[config.mk]
export PLATFORM = sky130hd
export DESIGN_NAME = noc_run_ctrl_flat
export DESIGN_NICKNAME = d
export VERILOG_FILES = /design/src/rtl/noc_run_ctrl_if.sv /design/src/rtl/noc_run_ctrl.sv /design/src/flat_wrapper.sv
export SDC_FILE = /design/constraint.sdc
export NUM_CORES = 1
export LEC_CHECK = 0
export BUFFER_PORTS_ARGS = -buffer_cell sky130_fd_sc_hd__buf_4
export CAP_MARGIN = 30
export CORE_AREA = 4 4 206 208
export CTS_BUF_LIST = sky130_fd_sc_hd__clkbuf_16
export DETAILED_ROUTE_END_ITERATION = 7
export DIE_AREA = 0 0 210 212
export PLACE_DENSITY = 0.45
export SLEW_MARGIN = 10
export SYNTH_ARGS = -nofsm -noshare
export SYNTH_HDL_FRONTEND = slang
export SYNTH_SLANG_ARGS = --single-unit
[constraint.sdc]
create_clock -name clk -period 3.9 [get_ports clk]
set_input_delay 0.195 -clock clk [delete_from_list [all_inputs] [get_ports clk]]
set_output_delay 0.195 -clock clk [all_outputs]
set_load 0.02 [all_outputs]
[src/rtl/noc_run_ctrl_if.sv]
// ============================================================================
// Module   : noc_run_ctrl_if
// Purpose  : Host-side bundle for the NoC test-run sequencer: start/mode,
//            per-node finish flags and latency stats, plus noc_top control
//            and aggregate results.
// Revision : 1.0 - initial release
// ============================================================================
`default_nettype none

interface noc_run_ctrl_if #(
  parameter int NODE_NUM = 9,
  parameter int TIME_W   = 10,
  parameter int SUM_W    = 28,
  parameter int TMO_W    = 16
);
  logic                       start;
  logic [3:0]                 run_mode;
  logic [NODE_NUM-1:0]        send_done;
  logic [NODE_NUM-1:0]        recv_done;
  logic [NODE_NUM*TIME_W-1:0] lat_min_in;
  logic [NODE_NUM*TIME_W-1:0] lat_max_in;
  logic [NODE_NUM*SUM_W-1:0]  lat_sum_in;
  logic                       enable_o;
  logic                       flush_o;
  logic [3:0]                 mode_o;
  logic                       busy;
  logic                       done;
  logic                       timeout_err;
  logic [TMO_W-1:0]           run_cycles;
  logic [TIME_W-1:0]          agg_min;
  logic [TIME_W-1:0]          agg_max;
  logic [SUM_W+3:0]           agg_sum;

  modport master (
    output start, run_mode, send_done, recv_done, lat_min_in, lat_max_in, lat_sum_in,
    input  enable_o, flush_o, mode_o, busy, done, timeout_err, run_cycles,
           agg_min, agg_max, agg_sum
  );

  modport slave (
    input  start, run_mode, send_done, recv_done, lat_min_in, lat_max_in, lat_sum_in,
    output enable_o, flush_o, mode_o, busy, done, timeout_err, run_cycles,
           agg_min, agg_max, agg_sum
  );
endinterface

`default_nettype wire

[src/rtl/noc_run_ctrl.sv]
// ============================================================================
// Module   : noc_run_ctrl
// Purpose  : Flushes and enables the 3x3 NoC, waits for all nodes to finish
//            (or time out), then serially folds per-node latency stats.
// Revision : 1.0 - initial release
// ============================================================================
`default_nettype none

module noc_run_ctrl #(
  parameter int               NODE_NUM  = 9,
  parameter int               TIME_W    = 10,
  parameter int               SUM_W     = 28,
  parameter int               TMO_W     = 16,
  parameter logic [TMO_W-1:0] TIMEOUT   = 16'hFFFF,
  parameter int               FLUSH_CYC = 4
) (
  input  wire logic          clk,
  input  wire logic          rst,
  noc_run_ctrl_if.slave      bus
);

  localparam int                c_FCNT_W     = (FLUSH_CYC > 1) ? $clog2(FLUSH_CYC) : 1;
  localparam int                c_IDX_W      = (NODE_NUM > 1) ? $clog2(NODE_NUM) : 1;
  localparam logic [c_FCNT_W-1:0] c_FLUSH_LAST = c_FCNT_W'(FLUSH_CYC - 1);
  localparam logic [c_IDX_W-1:0]  c_IDX_LAST   = c_IDX_W'(NODE_NUM - 1);

  typedef enum logic [2:0] {
    S_IDLE    = 3'd0,
    S_FLUSH   = 3'd1,
    S_SETTLE  = 3'd2,
    S_RUN     = 3'd3,
    S_COLLECT = 3'd4,
    S_DONE    = 3'd5
  } state_t;

  state_t              r_state;
  logic [c_FCNT_W-1:0] r_fcnt;
  logic [c_IDX_W-1:0]  r_idx;
  logic                r_enable;
  logic                r_flush;
  logic [3:0]          r_mode;
  logic                r_busy;
  logic                r_done;
  logic                r_tmo;
  logic [TMO_W-1:0]    r_run_cycles;
  logic [TIME_W-1:0]   r_agg_min;
  logic [TIME_W-1:0]   r_agg_max;
  logic [SUM_W+3:0]    r_agg_sum;

  logic                w_all_done;
  logic [TMO_W-1:0]    w_run_next;
  logic [TIME_W-1:0]   w_node_min;
  logic [TIME_W-1:0]   w_node_max;
  logic [SUM_W+3:0]    w_node_sum;

  assign w_all_done = &(bus.send_done & bus.recv_done);
  assign w_run_next = r_run_cycles + TMO_W'(1);
  assign w_node_min = bus.lat_min_in[r_idx*TIME_W +: TIME_W];
  assign w_node_max = bus.lat_max_in[r_idx*TIME_W +: TIME_W];
  assign w_node_sum = {4'b0000, bus.lat_sum_in[r_idx*SUM_W +: SUM_W]};

  always_ff @(posedge clk) begin
    if (rst) begin
      r_state      <= S_IDLE;
      r_fcnt       <= '0;
      r_idx        <= '0;
      r_enable     <= 1'b0;
      r_flush      <= 1'b0;
      r_mode       <= 4'd0;
      r_busy       <= 1'b0;
      r_done       <= 1'b0;
      r_tmo        <= 1'b0;
      r_run_cycles <= '0;
      r_agg_min    <= '1;
      r_agg_max    <= '0;
      r_agg_sum    <= '0;
    end else begin
      r_done <= 1'b0;
      case (r_state)
        S_IDLE: begin
          if (bus.start) begin
            r_state      <= S_FLUSH;
            r_busy       <= 1'b1;
            r_flush      <= 1'b1;
            r_fcnt       <= c_FLUSH_LAST;
            r_mode       <= bus.run_mode;
            r_tmo        <= 1'b0;
            r_run_cycles <= '0;
            r_agg_min    <= '1;
            r_agg_max    <= '0;
            r_agg_sum    <= '0;
          end
        end
        S_FLUSH: begin
          if (r_fcnt == '0) begin
            r_flush <= 1'b0;
            r_state <= S_SETTLE;
          end else begin
            r_fcnt <= r_fcnt - 1'b1;
          end
        end
        // One dead cycle so noc_top can drop stale finish flags before enable.
        S_SETTLE: begin
          r_enable <= 1'b1;
          r_state  <= S_RUN;
        end
        S_RUN: begin
          r_run_cycles <= w_run_next;
          if (w_all_done) begin
            r_enable <= 1'b0;
            r_idx    <= '0;
            r_state  <= S_COLLECT;
          end else if (w_run_next == TIMEOUT) begin
            r_enable <= 1'b0;
            r_tmo    <= 1'b1;
            r_idx    <= '0;
            r_state  <= S_COLLECT;
          end
        end
        S_COLLECT: begin
          if (w_node_min < r_agg_min) r_agg_min <= w_node_min;
          if (w_node_max > r_agg_max) r_agg_max <= w_node_max;
          r_agg_sum <= r_agg_sum + w_node_sum;
          if (r_idx == c_IDX_LAST) begin
            r_done  <= 1'b1;
            r_state <= S_DONE;
          end else begin
            r_idx <= r_idx + 1'b1;
          end
        end
        S_DONE: begin
          r_busy  <= 1'b0;
          r_state <= S_IDLE;
        end
        default: r_state <= S_IDLE;
      endcase
    end
  end

  assign bus.enable_o    = r_enable;
  assign bus.flush_o     = r_flush;
  assign bus.mode_o      = r_mode;
  assign bus.busy        = r_busy;
  assign bus.done        = r_done;
  assign bus.timeout_err = r_tmo;
  assign bus.run_cycles  = r_run_cycles;
  assign bus.agg_min     = r_agg_min;
  assign bus.agg_max     = r_agg_max;
  assign bus.agg_sum     = r_agg_sum;

endmodule

`default_nettype wire
[src/flat_wrapper.sv]
// flat-port wrapper written by rule: the top's interface ports become plain ports
module noc_run_ctrl_flat 
#(
  parameter int               NODE_NUM  = 9,
  parameter int               TIME_W    = 10,
  parameter int               SUM_W     = 28,
  parameter int               TMO_W     = 16,
  parameter logic [TMO_W-1:0] TIMEOUT   = 16'hFFFF,
  parameter int               FLUSH_CYC = 4
)
  (clk, rst, bus_start, bus_run_mode, bus_send_done, bus_recv_done, bus_lat_min_in, bus_lat_max_in, bus_lat_sum_in, bus_enable_o, bus_flush_o, bus_mode_o, bus_busy, bus_done, bus_timeout_err, bus_run_cycles, bus_agg_min, bus_agg_max, bus_agg_sum);
  noc_run_ctrl_if #(.NODE_NUM(NODE_NUM), .TIME_W(TIME_W), .SUM_W(SUM_W), .TMO_W(TMO_W)) bus_i ();
  input  wire logic clk;
  input  wire logic rst;
  input wire logic [$bits(bus_i.start)-1:0] bus_start;
  input wire logic [$bits(bus_i.run_mode)-1:0] bus_run_mode;
  input wire logic [$bits(bus_i.send_done)-1:0] bus_send_done;
  input wire logic [$bits(bus_i.recv_done)-1:0] bus_recv_done;
  input wire logic [$bits(bus_i.lat_min_in)-1:0] bus_lat_min_in;
  input wire logic [$bits(bus_i.lat_max_in)-1:0] bus_lat_max_in;
  input wire logic [$bits(bus_i.lat_sum_in)-1:0] bus_lat_sum_in;
  output wire logic [$bits(bus_i.enable_o)-1:0] bus_enable_o;
  output wire logic [$bits(bus_i.flush_o)-1:0] bus_flush_o;
  output wire logic [$bits(bus_i.mode_o)-1:0] bus_mode_o;
  output wire logic [$bits(bus_i.busy)-1:0] bus_busy;
  output wire logic [$bits(bus_i.done)-1:0] bus_done;
  output wire logic [$bits(bus_i.timeout_err)-1:0] bus_timeout_err;
  output wire logic [$bits(bus_i.run_cycles)-1:0] bus_run_cycles;
  output wire logic [$bits(bus_i.agg_min)-1:0] bus_agg_min;
  output wire logic [$bits(bus_i.agg_max)-1:0] bus_agg_max;
  output wire logic [$bits(bus_i.agg_sum)-1:0] bus_agg_sum;
  assign bus_i.start = bus_start;
  assign bus_i.run_mode = bus_run_mode;
  assign bus_i.send_done = bus_send_done;
  assign bus_i.recv_done = bus_recv_done;
  assign bus_i.lat_min_in = bus_lat_min_in;
  assign bus_i.lat_max_in = bus_lat_max_in;
  assign bus_i.lat_sum_in = bus_lat_sum_in;
  assign bus_enable_o = bus_i.enable_o;
  assign bus_flush_o = bus_i.flush_o;
  assign bus_mode_o = bus_i.mode_o;
  assign bus_busy = bus_i.busy;
  assign bus_done = bus_i.done;
  assign bus_timeout_err = bus_i.timeout_err;
  assign bus_run_cycles = bus_i.run_cycles;
  assign bus_agg_min = bus_i.agg_min;
  assign bus_agg_max = bus_i.agg_max;
  assign bus_agg_sum = bus_i.agg_sum;
  noc_run_ctrl #(.NODE_NUM(NODE_NUM), .TIME_W(TIME_W), .SUM_W(SUM_W), .TMO_W(TMO_W), .TIMEOUT(TIMEOUT), .FLUSH_CYC(FLUSH_CYC)) u_core (.clk(clk), .rst(rst), .bus(bus_i));
endmodule
==> results.toml <==
[cells_and_area]
multi_input_area_um2 = 7080
area_growth_pct = 60.3
layout_commonest_cell = "buf_4"
final_cell_mix = "buf_4, nand2_1, mux4_2"
final_cells = 2136
final_util_pct = 36.3
nNetsFinal = 2103
layout-drive-gt1-share_pct = 47.3
regArea_um2 = 1730
fillers = 4232

[clock_network]
clock-sinks = 86
clk_pin_slew_ps = 80
clk_latency_ps = 370
cts_hold_buf = 0
cts_tree = "done"
cts-root-buf = "clkbuf_16"
numCtsBuffers = 9
cts_max_level = 3
cts.path.max_buffers = 2

[power]
power_density_nw_per_um2 = 240
p_seq_share_pct = 27.8
p_leak_nw = 6.30
combPwrFrac_pct = 43.6
p_int_w = 0.00229
p_clk_share_pct = 28.6
power_switching_w = 0.00124
vdd_drop_max_mv = 0.180
switching_share_pct = 35.1

[placed_design]
hpwl_mm = 38.6
place_ws_ps = 38.5
dp_cells = 2101
port_buffers = 533
routabilityCongestion = 0.889

[synth]
synth_seq_cells = 86
synth-compound-area-share_pct = 19.1
synth_edf_count = 0
syn_area_per_cell_um2 = 8.79
yosys.area_share.xor_xnor_pct = 1.05
yosys.area_share.simple_pct = 18.2
seq_area_frac_synth_pct = 18.8
synth-async-reset-ratio_pct = 0
synthAdderAreaFrac_pct = 7.31
synthDistinctLibCells = 70
syn_inst = 1043
synth_top_area_share_pct = 23.3
synth_nets = 1553
netlist_area_um2 = 9170
muxShareOfSynthArea_pct = 30.4
synth_area_leaders = "mux4_2, dfxtp_1, ha_1"
synth_top_family_by_area = "multiplexers"
yosysTopAreaCell = "mux4_2"
synth_top_flop_cell = "dfxtp_1"
synth_warnings = 0

[floorplan]
ios = 534
core_um2 = 40600
die-area_um2 = 44500
fp-row-count = 74
die_h_um = 212
die_width_um = 210
start_util_pct = 22.6

[hold_path]
hold_depth = 3
worstHoldPathType = "in -> reg"
holdPathEnd = "u_core.bus.mode_o[3]$_SDFFE_PP0P_"
hp-start = "bus_run_mode[3]"

[run]
drv_cap = 0

[routing]
post_drt_wl_per_cell_um = 21.7
dr.pass1.iters = 4
vias = 10600
final_antenna_net_count = 0
drc = 0
viasPerCell = 4.95
drt-initial-drc-count = 582
routed_wl_mm = 46.4

[worst_setup_path]
critPathRequiredTime_ps = 4150
ff2ff_setup_slack_ps = 160
criticalPathCategory = "reg -> reg"
r2r-start = "u_core.r_idx[0]$_SDFFE_PP0P_"
crit_fanout = 7
critPathLaunchType = "register"
cp-end-kind = "register"
cp.arrival_ps = 3990
r2r_end = "u_core.bus.agg_sum[20]$_SDFFE_PP0P_"
ff2ff_path_depth = 13

[sta]
finalSetupViolations = 0
worst_slew_pin_slew_ps = 894
rsz0062_at_grt = "yes"
fin_worst_skew_ps = 20.1
postLayoutSetupSlackWorst_ps = 160
post-route-min-period_ps = 3740
max_freq_mhz = 267
period_share_pct = 95.9
maxSlewHeadroom_pct = 40.1
drv_slew = 0
hold_viol = 0

[global_route]
grt_pass1_vias = 11000
overflow = 0
grt_pass1_wl_mm = 67.7
antenna_found_initial = 7
grt_max_degree = 70
grt_use_total_pct = 19.6

[outcome]
outcome = "finished, final reports clean"
critical path: stages, from the launching register on:
cell and delay [ps]:
dfxtp_4 410, buf_12 120, buf_4 150, mux4_2 520
mux2i_1 240, o21ai_0 130, ha_1 370, and3_1 190
and3_1 190, a21o_1 200, o41ai_2 290, nor4_1 120
or4_1 420, a32o_1 260
cell families (layout without fill, tap and decap cells):
logic type               after synthesis  after routing
AO/OA/AOI/OAI                        275            275
XOR/XNOR                              11             11
adder cells (fa/ha/maj)               53             53
buffers and inverters                116            671
flip-flops                            86             86
multiplexers                         158            158
other                                  0              6
AND/OR/NAND/NOR                      344            344
registers in the layout, summed over array words and instances, names as in the netlist:
register                count
u_core.bus.timeout_err      1
u_core.bus.mode_o           4
u_core.r_idx                4
u_core.bus.flush_o          1
u_core.bus.done             1
u_core.bus.agg_max         10
u_core.r_fcnt               2
u_core.bus.run_cycles      16
u_core.bus.busy             1
u_core.bus.agg_sum         32
u_core.r_state              3
u_core.bus.enable_o         1
u_core.bus.agg_min         10
routing by layer:
| metal | share of wire [%] | track usage (%) | routed length [um] |
|---|---|---|---|
| met4 | 1.6 | 5.00 | 739 |
| met5 | 0 | 0 | 0 |
| met1 | 43 | 26.0 | 19900 |
| met2 | 50 | 33.1 | 23200 |
| met3 | 5.4 | 3.84 | 2500 |
cells in the mapped netlist, drive strengths merged (5+ instances only):
library cell  instances
nand2               108
mux4                 96
o21ai                88
dfxtp                86
nor2                 86
a21oi                68
mux2i                62
clkbuf               54
ha                   52
nand3                42
inv                  40
a21o                 22
buf                  22
and3                 17
nand4                15
o21a                 15
nor3                 14
a31oi                11
or3                  11
a211oi                9
xnor2                 9
nand2b                8
nor3b                 7
nor4b                 7
a311oi                6
a32o                  6
o211ai                6
nor4                  5
layout make-up:
type / count / share of cell area, %
inverter: 40 / 1.02
antenna: 6 / 0.102
sequential: 86 / 11.8
tap: 532 / 4.53
multi-input combinational: 841 / 48.2
timing repair buffer: 615 / 32.1
clock inverter: 6 / 0.562
clock buffer: 10 / 1.70
metrics by stage:
| stage | total power (W) | instance area, um^2 | hold slack, ps | setup TNS (ps) |
|---|---|---|---|---|
| floorplan | 0.00177 | 9200 | 331 | 0 |
| global route | 0.00375 | 14700 | 86.1 | -52.3 |
| finish | 0.00353 | 14700 | 88.8 | 0 |
| CTS | 0.00355 | 14500 | 71.0 | 0 |
| global placement | 0.00251 | 14100 | 444 | 0 |
| detailed placement | 0.00252 | 14100 | 455 | 0 |
what timing repair did:
action,in CTS,in global routing
gates resized for setup,0,25
setup buffers,0,12
setup endpoints to repair,0,35
power by group through the flow:
stage	clock network (W)	logic, W	registers (W)
5_1_grt	0.00108	0.00168	0.000991
2_1_floorplan	0	0.000759	0.00101
3_5_place_dp	0	0.00151	0.00101
3_3_place_gp	0	0.00151	0.00101
6_report	0.00101	0.00154	0.000982
4_1_cts	0.00105	0.00152	0.000987
worst max-delay path by stage:
stage | startpoint | end | slack, ps | cells past startpoint
floorplan | u_core.r_idx[1]$_SDFFE_PP0P_ | u_core.bus.agg_sum[26]$_SDFFE_PP0P_ | 1 | 15
global placement | u_core.r_idx[0]$_SDFFE_PP0P_ | u_core.bus.agg_max[2]$_SDFFE_PP0P_ | 80 | 16
detailed placement | u_core.r_idx[0]$_SDFFE_PP0P_ | u_core.bus.agg_sum[26]$_SDFFE_PP0P_ | 40 | 12
CTS | u_core.r_idx[0]$_SDFFE_PP0P_ | u_core.bus.agg_sum[26]$_SDFFE_PP0P_ | 5 | 12
global route | u_core.r_idx[1]$_SDFFE_PP0P_ | u_core.bus.agg_sum[18]$_SDFFE_PP0P_ | -30 | 15
finish | u_core.r_idx[0]$_SDFFE_PP0P_ | u_core.bus.agg_sum[20]$_SDFFE_PP0P_ | 160 | 13
(Power assumes the default switching activity.)
